File: src/rtl/axi_pkg.sv
// Shared AXI encodings and arbiter state type for the read-channel arbiter.
package axi_pkg;

  localparam logic [1:0] AXI_BURST_FIXED = 2'b00;
  localparam logic [1:0] AXI_BURST_INCR  = 2'b01;
  localparam logic [1:0] AXI_BURST_WRAP  = 2'b10;

  localparam logic [1:0] AXI_RESP_OKAY   = 2'b00;
  localparam logic [1:0] AXI_RESP_SLVERR = 2'b10;

  localparam logic GNT_M0 = 1'b0;
  localparam logic GNT_M1 = 1'b1;

  typedef enum logic [1:0] {
    ARB_IDLE,
    ARB_AR,
    ARB_R
  } arb_state_t;

endpackage

File: src/rtl/arb_pick2.sv
// Combinational two-way grant select; gnt is the index of the chosen master.
module arb_pick2 (
  input  logic [1:0] req,
  input  logic       last,
  input  logic       rr_en,
  output logic       gnt
);

  always_comb begin
    gnt = 1'b0;
    if (req == 2'b11) begin
      // Contention: round-robin favours the master not served last, else m1 wins.
      gnt = rr_en ? ~last : 1'b1;
    end else begin
      gnt = req[1];
    end
  end

endmodule

File: src/rtl/axi_rd_arbiter.sv
// Two-master AXI4 read arbiter: one burst per grant, R routed back until rlast.
// Define ARB_RR_EN for round-robin arbitration; default is fixed priority m1 > m0.
module axi_rd_arbiter
  import axi_pkg::*;
#(
  parameter int unsigned AW = 32,
  parameter int unsigned DW = 64,
  parameter int unsigned LW = 8
) (
  input  logic          clk,
  input  logic          rst,
  input  logic [AW-1:0] m0_araddr,
  input  logic          m0_arvalid,
  input  logic [1:0]    m0_arburst,
  input  logic [LW-1:0] m0_arlen,
  input  logic [2:0]    m0_arsize,
  output logic          m0_arready,
  output logic [DW-1:0] m0_rdata,
  output logic [1:0]    m0_rresp,
  output logic          m0_rvalid,
  output logic          m0_rlast,
  input  logic          m0_rready,
  input  logic [AW-1:0] m1_araddr,
  input  logic          m1_arvalid,
  input  logic [1:0]    m1_arburst,
  input  logic [LW-1:0] m1_arlen,
  input  logic [2:0]    m1_arsize,
  output logic          m1_arready,
  output logic [DW-1:0] m1_rdata,
  output logic [1:0]    m1_rresp,
  output logic          m1_rvalid,
  output logic          m1_rlast,
  input  logic          m1_rready,
  output logic [AW-1:0] s_araddr,
  output logic          s_arvalid,
  output logic [1:0]    s_arburst,
  output logic [LW-1:0] s_arlen,
  output logic [2:0]    s_arsize,
  input  logic          s_arready,
  input  logic [DW-1:0] s_rdata,
  input  logic [1:0]    s_rresp,
  input  logic          s_rvalid,
  input  logic          s_rlast,
  output logic          s_rready,
  output logic          busy,
  output logic [LW-1:0] beat_cnt
);

  arb_state_t    state_q, state_d;
  logic          grant_q, grant_d;
  logic [LW-1:0] beat_cnt_q, beat_cnt_d;
  logic          pick;
  logic          last_srv;
  logic          rr_en;
  logic          mg_arvalid;
  logic          mg_rready;
  logic          sel0_r, sel1_r;

`ifdef ARB_RR_EN
  logic last_q;

  assign rr_en    = 1'b1;
  assign last_srv = last_q;

  // Last-served follows the grant taken on entry to AR.
  always_ff @(posedge clk) begin
    if (rst) begin
      last_q <= GNT_M1;
    end else if (state_q == ARB_IDLE && (m0_arvalid || m1_arvalid)) begin
      last_q <= pick;
    end
  end
`else
  assign rr_en    = 1'b0;
  assign last_srv = 1'b0;
`endif

  arb_pick2 u_pick (
    .req   ({m1_arvalid, m0_arvalid}),
    .last  (last_srv),
    .rr_en (rr_en),
    .gnt   (pick)
  );

  assign mg_arvalid = grant_q ? m1_arvalid : m0_arvalid;
  assign mg_rready  = grant_q ? m1_rready  : m0_rready;

  always_ff @(posedge clk) begin
    if (rst) begin
      state_q    <= ARB_IDLE;
      grant_q    <= GNT_M0;
      beat_cnt_q <= '0;
    end else begin
      state_q    <= state_d;
      grant_q    <= grant_d;
      beat_cnt_q <= beat_cnt_d;
    end
  end

  always_comb begin
    state_d    = state_q;
    grant_d    = grant_q;
    beat_cnt_d = beat_cnt_q;
    unique case (state_q)
      ARB_IDLE: begin
        if (m0_arvalid || m1_arvalid) begin
          grant_d = pick;
          state_d = ARB_AR;
        end
      end
      ARB_AR: begin
        // A master dropping arvalid before the handshake abandons the burst.
        if (!mg_arvalid) begin
          state_d = ARB_IDLE;
        end else if (s_arready) begin
          beat_cnt_d = '0;
          state_d    = ARB_R;
        end
      end
      ARB_R: begin
        if (s_rvalid && mg_rready) begin
          beat_cnt_d = beat_cnt_q + 1'b1;
          if (s_rlast) state_d = ARB_IDLE;
        end
      end
      default: state_d = ARB_IDLE;
    endcase
  end

  always_comb begin
    s_araddr  = grant_q ? m1_araddr  : m0_araddr;
    s_arburst = grant_q ? m1_arburst : m0_arburst;
    s_arlen   = grant_q ? m1_arlen   : m0_arlen;
    s_arsize  = grant_q ? m1_arsize  : m0_arsize;
    s_arvalid = (state_q == ARB_AR) && mg_arvalid;

    m0_arready = (state_q == ARB_AR) && (grant_q == GNT_M0) && s_arready;
    m1_arready = (state_q == ARB_AR) && (grant_q == GNT_M1) && s_arready;

    sel0_r = (state_q == ARB_R) && (grant_q == GNT_M0);
    sel1_r = (state_q == ARB_R) && (grant_q == GNT_M1);

    s_rready = (state_q == ARB_R) && mg_rready;

    m0_rvalid = sel0_r && s_rvalid;
    m0_rlast  = sel0_r && s_rlast;
    m0_rdata  = sel0_r ? s_rdata : '0;
    m0_rresp  = sel0_r ? s_rresp : 2'b00;

    m1_rvalid = sel1_r && s_rvalid;
    m1_rlast  = sel1_r && s_rlast;
    m1_rdata  = sel1_r ? s_rdata : '0;
    m1_rresp  = sel1_r ? s_rresp : 2'b00;

    busy     = (state_q != ARB_IDLE);
    beat_cnt = beat_cnt_q;
  end

endmodule

File: config.mk
export PLATFORM = sky130hd
export DESIGN_NAME = axi_rd_arbiter
export DESIGN_NICKNAME = d
export VERILOG_FILES = /design/src/rtl/axi_pkg.sv /design/src/rtl/arb_pick2.sv /design/src/rtl/axi_rd_arbiter.sv
export SDC_FILE = /design/constraint.sdc
export NUM_CORES = 1
export LEC_CHECK = 0
export BUFFER_PORTS_ARGS = -buffer_cell sky130_fd_sc_hd__buf_2
export CORE_AREA = 2 2 141 143
export CTS_BUF_LIST = sky130_fd_sc_hd__clkbuf_2
export CTS_CLUSTER_DIAMETER = 30
export DETAILED_ROUTE_END_ITERATION = 7
export DIE_AREA = 0 0 143 145
export MAX_ROUTING_LAYER = met4
export PLACE_DENSITY = 0.48
export SLEW_MARGIN = 20
export SYNTH_ARGS = -nofsm -noshare
export SYNTH_HDL_FRONTEND = slang
export SYNTH_SLANG_ARGS = --single-unit
File: constraint.sdc
create_clock -name clk -period 2.1 [get_ports clk]
set_clock_uncertainty 0.05 [all_clocks]
set_input_delay 0.105 -clock clk [delete_from_list [all_inputs] [get_ports clk]]
set_output_delay 0.105 -clock clk [all_outputs]
set_load 0.02 [all_outputs]
==> impl_results.md, run 1 <==
* Library cells used by synthesis at 32
* Multi-input logic area at 1730 sq um
* Hold crit path type: input port to flip-flop
* CTS H-Tree Depth at 1
* Sw Ratio at 0.455
* #FFs+latches synth at 11
* Antenna Nets Post-Route at 0
* XOR/XNOR Fraction of Synth Area at 0.00427
* Yosys warnings at 0
* Slowest CP cell: dfxtp_1
* P_sw at 0.000488 W
* Cell breakdown of the critical path: nand2b_1 > nor2_4 > buf_12 > and2_1 > buf_2
* Largest area contributor in the netlist: mux2_2
* First-pass GRT wire length at 17,000 um
* Die area at 20,700 sq um
* Max_cap viols at 0
* Tot GR Track Use at 0.103
* Synth Area in Simple Gates at 0.503
* Crit path DAT at 1.73 ns
* Total placed instance area at 4160 sq um
* Final Max Slew Viols at 0
* Run status: complete, no violations
* R2R depth at 4
* Largest net degree at the start of global routing at 66
* RSZ-0062 raised after global routing: no
* Compound-Gate Fraction of Synth Area at 0.0641
* Final Hold Viols at 0
* Ys flop type: dfxtp_1
* Tcrit/Tclk final at 0.898
* Setup crit start kind: flip-flop
* GRT overflow at 0
* Clock sink count at 11
* Post-synth top area share at 0.247
* Part of the power in registers at 0.209
* DIE HEIGHT at 145 um
* Power per Cell Area at 256 nW/um^2
* Endpoints failing setup at 0
* DR iter-0 viols at 157
* Port Buffers at 358
* Number of flops mapped to enable cells by yosys at 0
* Row cnt at 51
* Leak at 2.69 nW
* Vias at 3,326
* Hold buffers post-CTS at 0
* Worst-skew pair later-pin latency at 0.28 ns
* Dominant cells by area after synthesis: mux2_2 25%, and2_1 21%, and3_1 21%
* Max FO, Critical Path at 61
* Vias in the first global route at 3,057
* Setup TNS at 0 ns
* Finished Cell Area at 4180 sq um
* Antenna cell count at 0
* RR Startpoint: state_q[0]$_SDFFE_PP0P_
* WL/cell at 13.1 um
* VDD IR max at 114 uV
* Drt first pass iters at 4
* FF+latch area at 224 sq um
* Post-Syn Instances at 280
* Adder-cell share of the synthesized area at 0.00611
* Mean Syn Cell Area at 7.32 sq um
* Critical path type: flip-flop to output pin
* Clk network pwr share at 0.121
* Final HPWL DP at 9560 um
* Nets at 786
* CTS Buffer Depth at 2
* Initial core utilization at 0.107
* Final Util at 0.218
* CTS tree: built
* Clock-pin slew on the worst setup and hold paths at 0.11 ns
* Fin worst setup slack at 0.214 ns
* Area growth syn-to-layout at 104%
* DRC at 0
* Final min period at 1.89 ns
* Core area at 19,200 sq um
* Worst reg2reg endpoint: beat_cnt[6]$_SDFFE_PP0P_
* Cell depth of the worst hold path at 3
* Pint at 0.000584 W
* Die X at 143 um
* I/O pin total at 359
* Critical Path Sink Type: output pin
* Root Driver: clkbuf_2
* Total Wirelength at 11,600 um
* Cts bufs inserted at 3
* CTS resizes at 0
* Mapped Area at 2050 sq um
* Min Hold Slack at 0.0702 ns
* Reg2Reg Setup Slack at 0.42 ns
* Combinational power share at 0.669
* Layout fillers at 2,162
* Hold Crit Endpoint: state_q[0]$_SDFFE_PP0P_
* Fmax at 530 MHz
* Share of cells above drive strength 1 at 0.675
* Post-CTS Setup Inserts at 0
* Synthesized Nets at 446
* Critical Path Max Stage Delay at 0.38 ns
* Worst-Margin Slew at 0.442 ns
* Initial antenna violation count at 0
* Relative slew margins at 0.705
* Multiplexer share of the synthesized area at 0.259
* Seq/Total Area, Yosys at 0.107
* Place WS at 0.435 ns
* Hold Crit Start: s_arready
* Critical Path RT at 1.95 ns
* GPL Wtd Cong at 0.819
* Main combinational cell family by area after synthesis: simple AND/OR/NAND/NOR gates
* Vias per cell at 3.76
* Fraction of registers with async set/reset at 0
stage by stage:
step,power [W],std cells
floorplan,0.000611,280
global placement,0.000949,880
detailed placement,0.000946,880
CTS,0.00108,884
global route,0.00114,884
finish,0.00107,884
cell type report:
type / instances / share of cell area
clock buffer: 4 / 0.00478
inverter: 1 / 0.000897
multi-input combinational: 239 / 0.414
sequential: 11 / 0.0535
tap: 265 / 0.0792
timing repair buffer: 364 / 0.448
state kept, by name, summed over array words and instances (netlist names):
name and cells:
beat_cnt 8, grant_q 1, state_q 2
cell usage in the layout, fill, tap and decap left out, types with 3 or more instances in the layout:
cell and n:
a21oi_1 8, and2_1 70, and3_1 69, buf_12 3
buf_2 358, buf_4 3, clkbuf_2 4, dfxtp_1 10
mux2_2 45, nand2_1 6, nand3_1 3, nor2_1 7
o21ai_0 4
power groups by stage:
stage,Clock [W],Combinational [W],Sequential [W]
floorplan,0,0.000389,0.000222
global placement,0,0.000720,0.000228
detailed placement,0,0.000716,0.000229
CTS,0.000132,0.000720,0.000224
global route,0.000144,0.000765,0.000226
finish,0.000130,0.000718,0.000224
critical path, delay by kind of cell, from the launching register on:
family / cells / cell delay [ns]
buf+inv: 2 / 0.41
flops: 1 / 0.38
simple gates: 3 / 0.64
kinds of logic after synthesis:
group / count (synthesis)
AOI/OAI and AO/OA: 20
xor gates and xnor gates: 1
adders and majority gates: 1
buffers and inverters: 30
DFF: 11
muxes: 47
and+or+nand+nor: 170
worst max-delay path by stage:
stage,startpoint,end,slack [ns],cells after the start
floorplan,state_q[0]$_SDFFE_PP0P_,m0_rdata[44],0.57,5
global placement,state_q[0]$_SDFFE_PP0P_,beat_cnt[6]$_SDFFE_PP0P_,0.47,4
detailed placement,state_q[0]$_SDFFE_PP0P_,beat_cnt[6]$_SDFFE_PP0P_,0.43,4
CTS,state_q[0]$_SDFFE_PP0P_,m0_rdata[34],0.16,5
global route,state_q[0]$_SDFFE_PP0P_,m0_rdata[34],0.09,5
finish,state_q[0]$_SDFFE_PP0P_,m0_rdata[34],0.21,5
metal layers:
layer  wire length [um]  global-route usage  up-vias
li1                   -                   -     1662
met2               5830               0.176      145
met1               5110               0.138     1517
met4                 12             0.00842        0
met5                  0                   -        -
met3                623             0.00891        2
synthesized netlist by cell type (2+ instances only):
master and number:
nor2_1 8, nor2b_1 2, and3b_1 2, clkbuf_1 23, nand3_1 3, dfxtp_1 11
nor3_1 2, nand2_1 6, o21ai_0 4, a22oi_1 2, buf_1 5, and3_1 69
mux2_2 45, and2_1 70, a21oi_1 8, a211oi_1 2, nand2b_1 2, or4_1 2
Power figures use the tool's default switching activity.
==> run 2, diff against run 1 <==
Settings changed: CTS_BUF_LIST sky130_fd_sc_hd__clkbuf_2 to sky130_fd_sc_hd__clkbuf_8, PLACE_DENSITY 0.48 to unset, PLACE_DENSITY_LB_ADDON set to 0.2.
==> impl_results.md, run 2 (synthesis results as in run 1) <==
* CTS Buffer Depth at 2 (unchanged)
* Max_cap viols at 0 (unchanged)
* Drt first pass iters at 4 (unchanged)
* Setup TNS at 0 ns (unchanged)
* Die area at 20,700 sq um (unchanged)
* Clock-pin slew on the worst setup and hold paths at 0.05 ns (-0.06 ns)
* Final HPWL DP at 11,200 um (+17%)
* Core area at 19,200 sq um (unchanged)
* Cell Count, Final, Fillers Out at 885 (+0.11%)
* Reg2Reg Setup Slack at 0.44 ns (+0.02 ns)
* Hold Crit Endpoint: state_q[0]$_SDFFE_PP0P_
* Fmax at 538 MHz (+1.4%)
* Run status: complete, no violations
* Setup crit start kind: flip-flop
* Place WS at 0.447 ns (+0.0126 ns)
* Commonest non-fill, non-tap cell in the layout: buf_2
* Worst reg2reg endpoint: beat_cnt[6]$_SDFFE_PP0P_
* Hold crit path type: input port to flip-flop
* CTS H-Tree Depth at 1 (unchanged)
* Tcrit/Tclk final at 0.886 (-0.0125)
* Total placed instance area at 4130 sq um (-0.72%)
* Critical Path Sink Type: output pin
* VDD IR max at 172 uV (+51%)
* Total Wirelength at 13,200 um (+14%)
* Die X at 143 um (unchanged)
* Max FO, Critical Path at 48 (-21%)
* Hold buffers post-CTS at 0 (unchanged)
* Cts bufs inserted at 3 (unchanged)
* Most frequent cells in the layout: 358 x buf_2, 70 x and2_1, 69 x and3_1
* CTS resizes at 0 (unchanged)
* Nets at 787 (+0.13%)
* Final min period at 1.86 ns (-0.0263 ns)
* Initial core utilization at 0.107 (unchanged)
* Critical path type: flip-flop to output pin
* Post-CTS Setup Inserts at 0 (unchanged)
* Finished Cell Area at 4180 sq um (-0.12%)
* Largest net degree at the start of global routing at 52 (-21%)
* Clock sink count at 11 (unchanged)
* Final Max Slew Viols at 0 (unchanged)
* DIE HEIGHT at 145 um (unchanged)
* Area growth syn-to-layout at 104%
* Worst-Margin Slew at 0.573 ns (+0.131 ns)
* Cell depth of the worst hold path at 3 (unchanged)
* Endpoints failing setup at 0 (unchanged)
* DR iter-0 viols at 76 (-52%)
* Hold Crit Start: s_arready
* Vias at 3,299 (-0.81%)
* Fin worst setup slack at 0.240 ns (+0.0263 ns)
* Leak at 2.70 nW (+0.26%)
* Layout fillers at 2,221 (+2.7%)
* First-pass GRT wire length at 19,200 um (+13%)
* GPL Wtd Cong at 0.883 (+7.8%)
* Critical Path RT at 1.95 ns (about the same)
* R2R depth at 4 (unchanged)
* Root Driver: clkbuf_8
* CTS tree: built
* WL/cell at 15.0 um (+14%)
* Crit path DAT at 1.70 ns (-0.03 ns)
* Power per Cell Area at 278 nW/um^2 (+8.5%)
* GRT overflow at 0 (unchanged)
* RSZ-0062 raised after global routing: no
* DRC at 0 (unchanged)
* Placed insts at 881 (+0.11%)
* I/O pin total at 359 (unchanged)
* RR Startpoint: state_q[0]$_SDFFE_PP0P_
* Vias in the first global route at 3,289 (+7.6%)
* Relative slew margins at 0.607 (-0.0984)
* Vias per cell at 3.73 (-0.92%)
* Port Buffers at 358 (unchanged)
* Antenna Nets Post-Route at 0 (unchanged)
* Max reg flops at 8 (unchanged)
* Antenna cell count at 0 (unchanged)
* Final Hold Viols at 0 (unchanged)
* Share of cells above drive strength 1 at 0.674 (-0.00109)
* Initial antenna violation count at 0 (unchanged)
* Total power at 0.00116 W (+8.4%)
* Worst-skew pair later-pin latency at 0.24 ns (-0.04 ns)
* Row cnt at 51 (unchanged)
* Tot GR Track Use at 0.120 (+0.0167)
-- run 2: cell count changes in the layout (fill, tap and decap cells not counted) --
cell,before,now
inv_1,1,2
buf_12,3,0
clkbuf_2,4,0
clkbuf_8,0,3
buf_4,3,7
-- run 2: power breakdown --
| group | switching [W] | leakage, nW | internal (W) |
|---|---|---|---|
| Clock | 0.0000845 | 0.0269 | 0.000129 |
| Sequential | 0.00000696 | 0.0898 | 0.000214 |
| Combinational | 0.000416 | 2.58 | 0.000313 |
-- run 2: worst max-delay path by stage --
stage | slack [ns] | cells past startpoint | start | endpoint
2_1_floorplan | 0.57 | 5 | state_q[0]$_SDFFE_PP0P_ | m0_rdata[44]
3_3_place_gp | 0.44 | 4 | grant_q$_SDFFE_PP0P_ | m1_rdata[46]
5_1_grt | 0.11 | 4 | grant_q$_SDFFE_PP0P_ | m1_rdata[46]
3_5_place_dp | 0.45 | 4 | grant_q$_SDFFE_PP0P_ | beat_cnt[5]$_SDFFE_PP0P_
6_report | 0.24 | 3 | grant_q$_SDFFE_PP0P_ | s_araddr[25]
4_1_cts | 0.22 | 3 | grant_q$_SDFFE_PP0P_ | s_araddr[30]
-- run 2: cell type report --
| type | instances | area (sq um) | area share |
|---|---|---|---|
| clock buffer | 3 | 41.3 | 0.00988 |
| clock inverter | 1 | 3.75 | 0.000898 |
| inverter | 1 | 3.75 | 0.000898 |
| multi-input combinational | 239 | 1730 | 0.414 |
| sequential | 11 | 224 | 0.0536 |
| tap | 265 | 332 | 0.0793 |
| timing repair buffer | 365 | 1840 | 0.441 |
-- run 2: metrics by stage --
step	util	hold WS (ns)
final	0.218	0.132
after CTS	0.218	0.126
after global placement	0.215	0.387
after floorplan	-	0.127
after global routing	0.218	0.151
after detailed placement	0.215	0.378
-- run 2: layer usage --
metal	wire (um)	vias to the layer above	global-route usage
met5	0	-	-
met2	6570	146	0.205
met4	58	0	0.00594
met3	712	6	0.0168
met1	5890	1484	0.158
li1	-	1663	-
-- run 2: critical path, stage by stage, from the launching register on --
cell and delay, ns:
dfxtp_4 0.36, buf_4 0.48, mux2_2 0.43, buf_2 0.17
==> run 3, diff against run 2 <==
Settings changed: MAX_ROUTING_LAYER met4 to unset.
==> impl_results.md, run 3 (synthesis results as in run 1) <==
* Run status: complete, no violations
* GRT overflow at 0 (unchanged)
* Final Hold Viols at 0 (unchanged)
* Max_cap viols at 0 (unchanged)
* Cell depth of the worst hold path at 3 (unchanged)
* Endpoints failing setup at 0 (unchanged)
* Metal2 WL at 6560 um (-0.18%)
* CTS Buffer Depth at 2 (unchanged)
* Clock sink count at 11 (unchanged)
* Max reg flops at 8 (unchanged)
* Combinational power share at 0.628 (about the same)
* Critical Path Sink Type: output pin
* Max layer used: met4
* Leak at 2.70 nW (unchanged)
* R2R depth at 4 (unchanged)
* Setup crit start kind: flip-flop
* Vias at 3,280 (-0.58%)
* Metal3 WL at 872 um (+22%)
* Placed insts at 881 (unchanged)
* Finished Cell Area at 4180 sq um (unchanged)
* DR iter-0 viols at 68 (-11%)
* Final Max Slew Viols at 0 (unchanged)
* Reg2Reg Setup Slack at 0.44 ns (about the same)
* Critical path type: flip-flop to output pin
* Min Hold Slack at 0.132 ns (+0.000749 ns)
* Clk network pwr share at 0.182 (about the same)
* Tcrit/Tclk final at 0.885 (about the same)
* I/O pin total at 359 (unchanged)
* Most frequent cells in the layout: 358 x buf_2, 70 x and2_1, 69 x and3_1
* Largest net degree at the start of global routing at 52 (unchanged)
* Vias per cell at 3.71 (-0.58%)
* Row cnt at 51 (unchanged)
* VDD IR max at 170 uV (-0.78%)
* GPL Wtd Cong at 0.869 (-1.6%)
* Drt first pass iters at 4 (unchanged)
* Pint at 0.000656 W (about the same)
* Initial antenna violation count at 0 (unchanged)
* Worst-Margin Slew at 0.574 ns (+0.000777 ns)
* Clock-pin slew on the worst setup and hold paths at 0.05 ns (about the same)
* Final Util at 0.218 (unchanged)
* Cts bufs inserted at 3 (unchanged)
* Critical Path RT at 1.95 ns (about the same)
* Tot GR Track Use at 0.117 (-0.00335)
* CTS resizes at 0 (unchanged)
* Sw Ratio at 0.435 (-0.000949)
* Root Driver: clkbuf_8
* CTS tree: built
* Power per Cell Area at 278 nW/um^2 (-0.19%)
* Crit path DAT at 1.70 ns (about the same)
* Post-CTS Setup Inserts at 0 (unchanged)
* Antenna cell count at 0 (unchanged)
* CTS H-Tree Depth at 1 (unchanged)
* Share of cells above drive strength 1 at 0.674 (unchanged)
* WL/cell at 15.0 um (about the same)
* Wl on met1 at 5760 um (-2.3%)
* Core area at 19,200 sq um (unchanged)
* Final HPWL DP at 11,200 um (unchanged)
* Die area at 20,700 sq um (unchanged)
* RSZ-0062 raised after global routing: no
* First-pass GRT wire length at 19,200 um (about the same)
* Antenna Nets Post-Route at 0 (unchanged)
* Initial core utilization at 0.107 (unchanged)
* Multi-input logic area at 1730 sq um (unchanged)
* FF+latch area at 224 sq um (unchanged)
* P_sw at 0.000505 W (-0.40%)
* DIE HEIGHT at 145 um (unchanged)
* Nets at 787 (unchanged)
* Worst-skew pair later-pin latency at 0.24 ns (about the same)
* Vias in the first global route at 3,291 (+0.061%)
* Hold buffers post-CTS at 0 (unchanged)
* Hold crit path type: input port to flip-flop
* Area growth syn-to-layout at 104% (unchanged)
* Part of the power in registers at 0.190 (about the same)
* Final min period at 1.86 ns (-0.00112 ns)
* Fmax at 538 MHz (about the same)
* Die X at 143 um (unchanged)
* Setup TNS at 0 ns (unchanged)
* Cell Count, Final, Fillers Out at 885 (unchanged)
* Max FO, Critical Path at 48 (unchanged)
* Total placed instance area at 4130 sq um (unchanged)
* DRC at 0 (unchanged)
* Commonest non-fill, non-tap cell in the layout: buf_2
* Port Buffers at 358 (unchanged)
* Total Wirelength at 13,200 um (about the same)
* Relative slew margins at 0.606 (about the same)
* Layout fillers at 2,221 (unchanged)
run 3: cell counts in the layout (fill, tap and decap cells not counted):
No cell type changed its count.
run 3: path summary, 6_finish.rpt:
check | start | to
worst max-delay path | grant_q$_SDFFE_PP0P_ | s_araddr[25]
worst min-delay path | s_arready | state_q[0]$_SDFFE_PP0P_
worst max register to register | state_q[0]$_SDFFE_PP0P_ | beat_cnt[6]$_SDFFE_PP0P_
worst min register to register | beat_cnt[6]$_SDFFE_PP0P_ | beat_cnt[6]$_SDFFE_PP0P_
run 3: final cells by class:
| class | count | area share |
|---|---|---|
| multi-input cells | 239 | 0.414 |
| clock buffers | 3 | 0.00988 |
| flip-flops and latches | 11 | 0.0536 |
| clock inverters | 1 | 0.000898 |
| repair buffers | 365 | 0.441 |
| well taps | 265 | 0.0793 |
| inverters | 1 | 0.000898 |
run 3: routing by layer:
metal / track usage / vias to the layer above
met5: 0 / -
met4: 0.00594 / 0
met3: 0.0231 / 4
met2: 0.206 / 145
met1: 0.154 / 1469
li1: - / 1662
run 3: through the flow:
stage	setup WS, ns	total power (W)
3_3_place_gp	0.442	0.000963
6_report	0.241	0.00116
2_1_floorplan	0.566	0.000611
4_1_cts	0.222	0.00117
5_1_grt	0.109	0.00123
3_5_place_dp	0.447	0.000958
run 3: power by group through the flow:
| stage | Combinational, W | Clock [W] | Sequential (W) |
|---|---|---|---|
| 6_report | 0.000729 | 0.000211 | 0.000221 |
| 5_1_grt | 0.000783 | 0.000224 | 0.000222 |
| 4_1_cts | 0.000736 | 0.000215 | 0.000221 |
| 3_5_place_dp | 0.000732 | 0 | 0.000225 |
| 3_3_place_gp | 0.000738 | 0 | 0.000225 |
| 2_1_floorplan | 0.000389 | 0 | 0.000222 |
run 3: worst max-delay path, cell delays in order (launching register included):
cell,delay [ns]
dfxtp_4,0.36
buf_4,0.48
mux2_2,0.43
buf_2,0.17
